## config.mk

```make
export PLATFORM = sky130hd
export DESIGN_NAME = ex_muldiv_unit
export DESIGN_NICKNAME = d
export VERILOG_FILES = /design/src/rtl/ex_muldiv_unit.sv
export SDC_FILE = /design/constraint.sdc
export NUM_CORES = 1
export LEC_CHECK = 0
export ABC_CLOCK_PERIOD_IN_PS = 6700
export BUFFER_PORTS_ARGS = -buffer_cell sky130_fd_sc_hd__buf_2
export CORE_MARGIN = 4
export CORE_UTILIZATION = 46
export CTS_BUF_LIST = sky130_fd_sc_hd__clkbuf_16
export DETAILED_ROUTE_END_ITERATION = 16
export GPL_ROUTABILITY_DRIVEN = 0
export PLACE_DENSITY = 0.68
export SYNTH_ARGS = -nofsm -noshare
export SYNTH_HDL_FRONTEND = slang
export SYNTH_SLANG_ARGS = --single-unit
```

## constraint.sdc

```tcl
create_clock -name clk -period 6.7 [get_ports clk]
set_input_delay 1.34 -clock clk [delete_from_list [all_inputs] [get_ports clk]]
set_output_delay 1.34 -clock clk [all_outputs]
set_load 0.005 [all_outputs]
```

## src/rtl/ex_muldiv_unit.sv

```systemverilog
`default_nettype none
// ============================================================================
// Module   : ex_muldiv_unit
// Purpose  : Iterative WIDTHxWIDTH multiply / multiply-accumulate unit for the
//            EX stage. Owns the architectural HI/LO registers and runs a
//            radix-2 shift-add engine (one multiplier bit per cycle), holding
//            the pipeline through a stall request while it works.
// Ports    : clk     - pipeline clock, all state changes on rising edge
//            rst     - synchronous active-high reset
//            start   - qualifies mul_op/op_a/op_b this cycle
//            mul_op  - 000 MULT, 001 MULTU, 010 MADD, 011 MSUB,
//                      100 MTHI, 101 MTLO, 11x no-op
//            op_a    - rs operand (multiplicand, MTHI/MTLO source)
//            op_b    - rt operand (multiplier)
//            flush   - abort in-flight op, HI/LO untouched
//            hi, lo  - architectural HI/LO registers
//            busy    - unit is not idle
//            stall   - pipeline hold request (same as busy)
//            done    - one-cycle pulse after a multiply result lands in HI/LO
// Revision : 1.0 - initial release
// ============================================================================
module ex_muldiv_unit #(
    parameter int WIDTH = 32
) (
    input  logic             clk,
    input  logic             rst,
    input  logic             start,
    input  logic [2:0]       mul_op,
    input  logic [WIDTH-1:0] op_a,
    input  logic [WIDTH-1:0] op_b,
    input  logic             flush,
    output logic [WIDTH-1:0] hi,
    output logic [WIDTH-1:0] lo,
    output logic             busy,
    output logic             stall,
    output logic             done
);

    localparam int CNT_W = $clog2(WIDTH);
    localparam logic [CNT_W-1:0] CNT_LAST = CNT_W'(WIDTH - 1);

    localparam logic [2:0] OP_MULTU = 3'b001;
    localparam logic [2:0] OP_MTHI  = 3'b100;
    localparam logic [2:0] OP_MTLO  = 3'b101;

    typedef enum logic [1:0] {
        IDLE = 2'd0,
        RUN  = 2'd1,
        FIX  = 2'd2
    } state_t;

    state_t                 state;
    state_t                 state_nxt;
    logic [CNT_W-1:0]       cnt;
    logic [WIDTH-1:0]       mcand;
    logic [WIDTH-1:0]       mplier;
    logic [2*WIDTH-1:0]     prod;
    logic                   neg;
    logic [1:0]             op_sel;

    // Request decode: flush always beats start in IDLE.
    logic                   req_ok;
    logic                   mul_start;
    logic                   is_signed_op;
    logic [WIDTH-1:0]       mag_a;
    logic [WIDTH-1:0]       mag_b;
    logic [WIDTH:0]         add_sum;
    logic [2*WIDTH-1:0]     prod_fixed;
    logic [2*WIDTH-1:0]     acc_nxt;

    assign req_ok       = start && !flush;
    assign mul_start    = req_ok && !mul_op[2];
    assign is_signed_op = (mul_op != OP_MULTU);

    // Magnitudes for the unsigned engine. The most negative value negates to
    // itself, which is exactly its magnitude when read as unsigned.
    assign mag_a = (is_signed_op && op_a[WIDTH-1]) ? -op_a : op_a;
    assign mag_b = (is_signed_op && op_b[WIDTH-1]) ? -op_b : op_b;

    // One shift-add step: the (WIDTH+1)-bit sum keeps the carry, which is
    // shifted back into the top of the product.
    assign add_sum = {1'b0, prod[2*WIDTH-1:WIDTH]}
                   + {1'b0, mcand & {WIDTH{mplier[0]}}};

    assign prod_fixed = neg ? -prod : prod;

    always_comb begin
        acc_nxt = prod_fixed;
        case (op_sel)
            2'b10:   acc_nxt = {hi, lo} + prod_fixed;
            2'b11:   acc_nxt = {hi, lo} - prod_fixed;
            default: acc_nxt = prod_fixed;
        endcase
    end

    // Next-state and status outputs
    always_comb begin
        state_nxt = state;
        busy      = 1'b1;
        case (state)
            IDLE: begin
                busy = 1'b0;
                if (mul_start) begin
                    state_nxt = RUN;
                end
            end
            RUN: begin
                if (flush) begin
                    state_nxt = IDLE;
                end else if (cnt == CNT_LAST) begin
                    state_nxt = FIX;
                end
            end
            FIX:     state_nxt = IDLE;
            default: state_nxt = IDLE;
        endcase
    end

    assign stall = busy;

    always_ff @(posedge clk) begin
        if (rst) begin
            state <= IDLE;
        end else begin
            state <= state_nxt;
        end
    end

    always_ff @(posedge clk) begin
        if (rst) begin
            hi     <= '0;
            lo     <= '0;
            done   <= 1'b0;
            cnt    <= '0;
            mcand  <= '0;
            mplier <= '0;
            prod   <= '0;
            neg    <= 1'b0;
            op_sel <= 2'b00;
        end else begin
            done <= 1'b0;
            case (state)
                IDLE: begin
                    if (mul_start) begin
                        mcand  <= mag_a;
                        mplier <= mag_b;
                        prod   <= '0;
                        cnt    <= '0;
                        neg    <= is_signed_op && (op_a[WIDTH-1] ^ op_b[WIDTH-1]);
                        op_sel <= mul_op[1:0];
                    end else if (req_ok && (mul_op == OP_MTHI)) begin
                        hi <= op_a;
                    end else if (req_ok && (mul_op == OP_MTLO)) begin
                        lo <= op_a;
                    end
                end
                RUN: begin
                    if (!flush) begin
                        prod   <= {add_sum, prod[WIDTH-1:1]};
                        mplier <= mplier >> 1;
                        cnt    <= cnt + CNT_W'(1);
                    end
                end
                FIX: begin
                    if (!flush) begin
                        {hi, lo} <= acc_nxt;
                        done     <= 1'b1;
                    end
                end
                default: ;
            endcase
        end
    end

endmodule
`default_nettype wire
```

# Yosys cells after proc, flatten, opt, wreduce, memory -nomap -nowiden
# Cells that the tools add are included.
[word_totals]
register_bits = 203
latchBits = 0
ram_bits = 0
romBits = 0
out_inout_bits = 67
wordCells = 82
memories = 0
[classes]
add_sub_neg = 7
mul = 0
div = 0
magnitude_cmp = 0
eq_ne = 16
shift = 0
muxes = 28
bitwise_logic = 3
reduce_logical = 18
[op_table]
columns = ["op", "count"]
rows = [
  ["$mux W32", 11],
  ["$pmux W64 S2", 2],
  ["$mux W64", 3],
  ["$pmux W32 S2", 3],
  ["$add A64 B64 Y64", 1],
  ["$neg A32 Y32", 2],
  ["$neg A64 Y64", 1],
  ["$sub A64 B64 Y64", 1],
  ["$add A32 B32 Y33", 1],
  ["$and A32 B32 Y32", 1],
  ["$ne A2 B2 Y1 const B", 7],
  ["$mux W5", 2],
  ["$pmux W5 S2", 1],
  ["$logic_and A1 B1 Y1", 7],
  ["$eq A2 B2 Y1 const B", 3],
  ["$eq A3 B3 Y1 const B", 2],
  ["$mux W2", 3],
  ["$add A5 B1 Y5 const B", 1],
  ["$eq A5 B5 Y1 const B", 1],
  ["$reduce_and A5 Y1", 1],
  ["$pmux W2 S2", 1],
  ["$reduce_and A2 Y1", 2],
  ["$reduce_and A4 Y1", 1],
  ["$reduce_bool A2 Y1", 2],
  ["10 further kinds", 12],
]

# Logic depth before layout (Yosys ltp)
[depth]
ltp_word = 7
mapped_depth = 27
mapped_depth_nobuf = 25

# Worst setup path before layout
# Ideal clock, no wire load.
[synth_timing]
kind = "flip-flop to flip-flop"
startpoint = "register prod[1]"
endpoint = "register hi[31]"
setup_time_ps = 116
arrival_ps = 5984
path_slack_ps = 601
stages_incl_launch_ff = 27
path_buffers = 3
cell_sequence = "dfxtp_1 > clkbuf_1 > inv_1 > ha_1 > or3b_1 > nor4_2 > a311oi_1 > a211oi_1 > o211ai_1 > or3b_1 > buf_2 > nor4b_1 > nor2_1 > xor2_1 > ha_1 > clkbuf_1 > a21o_1 > a21o_1 > a21oi_1 > o21ai_0 > nand3_1 > nand2_1 > a311oi_1 > o31ai_1 > o31a_1 > or4_1 > a31o_1"
[synth_via]
elab_chain_cells = 6
elab_cells_between_ends = 7
cone_classes = "add/sub (3); mux (4)"
[synth_rtl]
columns = ["item", "line", "rtl"]
rows = [
  ["start: declaration", "57", "logic [2*WIDTH-1:0] prod;"],
  ["start signal: assignment", "159", "prod <= {add_sum, prod[WIDTH-1:1]};"],
  ["$neg A64 Y64", "85", "assign prod_fixed = neg ? -prod : prod;"],
  ["$mux W64 *", "85", ""],
  ["$sub A64 B64 Y64 / $add A64 B64 Y64 (equally long branches)", "91, 90", ""],
  ["$pmux W64 S2 *", "89", "case (op_sel)"],
  ["$mux W32 *", "165", "if (!flush) begin"],
  ["$pmux W32 S2 *", "142", "case (state)"],
  ["end signal: assignment", "152", "hi <= op_a;"],
  ["end signal: assignment", "166", "{hi, lo} <= acc_nxt;"],
  ["end: declaration", "32", "output logic [WIDTH-1:0] hi,"],
]
# Mark *: on every way between the ends. The rest lies on a longest branch, timed or not. The select of a mux whose other input is x is not followed.
# A chain may end at the register's enable or synchronous reset.

# Worst setup path in the final report
[layout_timing]
startpoint = "register prod[6]"
endpoint = "register hi[26]"
# Same word-level chain as after synthesis.

==> metrics.yaml <==
status: "finished clean"
maxCapViolations: 0
numPortBuffers: 137
fill_cells: 3900
synth_edf_count: 0
grt_pass1_wl_mm: 102
clock-sinks: 203
vias: 19800
power_density_nw_per_um2: 165
yosysSeqAreaShare_pct: 21.8
mostFrequentLayoutCells: "280 x nor2_1, 263 x a21oi_1, 204 x nand2_1, 201 x dfxtp_1"
start_util_pct: 46.7
grt_antenna_before_repair: 2
wl_per_cell_um: 21.4
yosysWarningCount: 0
numCtsBuffers: 26
tritoncts: "yes"
instances_no_fill: 3124
drc: 0
dr.pass1.iters: 6
syn2layout_area_growth_pct: 10.6
ctsHoldBuffers: 0
h-tree-depth: 1
crit_family: "compound AO/OA/AOI/OAI gates"
ant_nets: 0
placed_cells: 3075
crit_path_top_delay_cell: "or4_4"
viasPerCell: 6.34
fin_setup_tns_ns: 0
drive_gt1_share_pct: 11.5
arrival_ns: 6.88
grt_use_total_pct: 28.7
drt_iter0_drc: 2087
hold_violations: 0
vdd_drop_max_uv: 155
nNetsFinal: 2754
finalClockSkew_ns: 0.0331
syn_area_um2: 18600
die_w_um: 209
overflow: 0
clock_latency_ns: 0.57
grt_pass1_vias: 18200
fin_hold_ws_ns: 0.450
clockBufferDepth: 3
setup_viol: 0
max_stage_delay_ns: 0.66
drt-total-wl_mm: 66.7
crit_buf_inv: 0
drv_slew: 0
clkTransAtPathRegs_ns: 0.06
tightest_slew_ns: 1.14
rows: 73
postSynthAreaPerCell_um2: 7.33
die_h_um: 209
max_slew_margin_pct: 23.7
ys_ff_latch: 203
cp.required_ns: 7.16
die_area_um2: 43800
crit_fanout: 10
path_cells: "or4_4, o41ai_1, xor2_1, o31a_1, and4_1, or3b_4, nor2_1, nor2_1, xnor2_1, ha_1, a21o_1, a21oi_1, nor2b_1, or4_1, o22ai_1, o32ai_1, a21oi_2, a21o_1, o21ai_0, xor2_1, a311o_1"
ys_async_sr_fraction_pct: 0
synthFlopType: "dfxtp_1"
dp_hpwl_mm: 50.2
cp-start-kind: "register"
leakage_nw: 8.99
fmax_mhz: 156
synth_nets: 2716
hold_class: "reg -> reg"
final_common_cell: "nor2_1"
worst-setup-path-type: "reg -> reg"
grt_max_degree: 74
synthCells: 2542
period_share_pct: 95.8
ys_types: 86
pin_count: 138
cts_root_buffer: "clkbuf_16"
end_kind: "register"
min_period_ns: 6.42
coreArea_um2: 39900
## report_power, final
part / internal [W] / switching, W / total (W)
sequential: 0.00123 / 0.0000249 / 0.00126
clock: 0.000759 / 0.000580 / 0.00134
combinational: 0.000307 / 0.000486 / 0.000793
## stage by stage
step	cell area (µm²)	utilization, %	setup slack [ns]	total power (W)
4_1_cts	20500	51.3	0.186	0.00339
5_1_grt	20600	51.6	-0.0419	0.00352
2_1_floorplan	18600	-	0.601	0.00182
3_3_place_gp	19700	49.3	0.480	0.00203
6_report	20600	51.6	0.283	0.00339
3_5_place_dp	19700	49.3	0.216	0.00204
## per-layer routing
layer  global-route usage [%]  wire [µm]  vias up
met3                     6.43       7310      155
met4                     13.9       3670        0
met5                        0          0        -
met1                     38.9      27900     9207
li1                         -          -     9417
met2                     43.1      27900     1013
## area by class of cell
class	count	area (µm²)	area share, %
inverters	54	203	0.984
flip-flops and latches	203	4070	19.8
well taps	525	657	3.19
multi-input cells	2107	13800	67.0
repair buffers	188	1070	5.20
clock inverters	19	116	0.565
clock buffers	27	676	3.28
diodes	1	2.50	0.0122
## tightest hold or removal path, cell delays in order (launching register included)
cell and delay (ns):
dfxtp_1 0.30, nand2_1 0.05, a21oi_1 0.05
## final timing paths
kind            start  endpoint  slack, ns  cells past startpoint
max           prod[6]    hi[26]       0.28                     21
min          mcand[0]  mcand[0]       0.45                      2
max reg2reg   prod[6]    hi[26]       0.28                     21
min reg2reg  mcand[0]  mcand[0]       0.45                      2
## repair_timing
| item | CTS | global route |
|---|---|---|
| buffers inserted | 0 | 2 |
| setup endpoints to repair | 0 | 6 |
| resized for setup | 0 | 19 |
## registers in the layout (all words and copies together), names as in the netlist
register and count:
state 2, op_sel 2, prod 64, cnt 5
hi 32, mcand 32, mplier 32, lo 32
done 1, neg 1
## cell usage after synthesis, types with 64 or more instances
cell type    n  area share [%]
a21o_1      65             2.6
dfxtp_1    203              22
xor2_1     136             6.4
xnor2_1    114             5.4
nand3_1     64             1.7
a21oi_1    264             7.1
nand2_1    204             4.1
ha_1       101             6.8
nor2_1     285             5.7
clkbuf_1   158             3.2
a211oi_1    85             3.4
o21ai_0    115             3.1
## kinds of logic after synthesis
family / count (synthesis) / share of synthesized area, %
xor+xnor: 251 / 11.8
simple gates: 903 / 24.0
compound gates: 839 / 29.8
buf+inv: 232 / 4.85
flops: 203 / 21.8
mux: 11 / 0.605
fa+ha+maj: 103 / 7.00
Power figures use the tool's default switching activity.
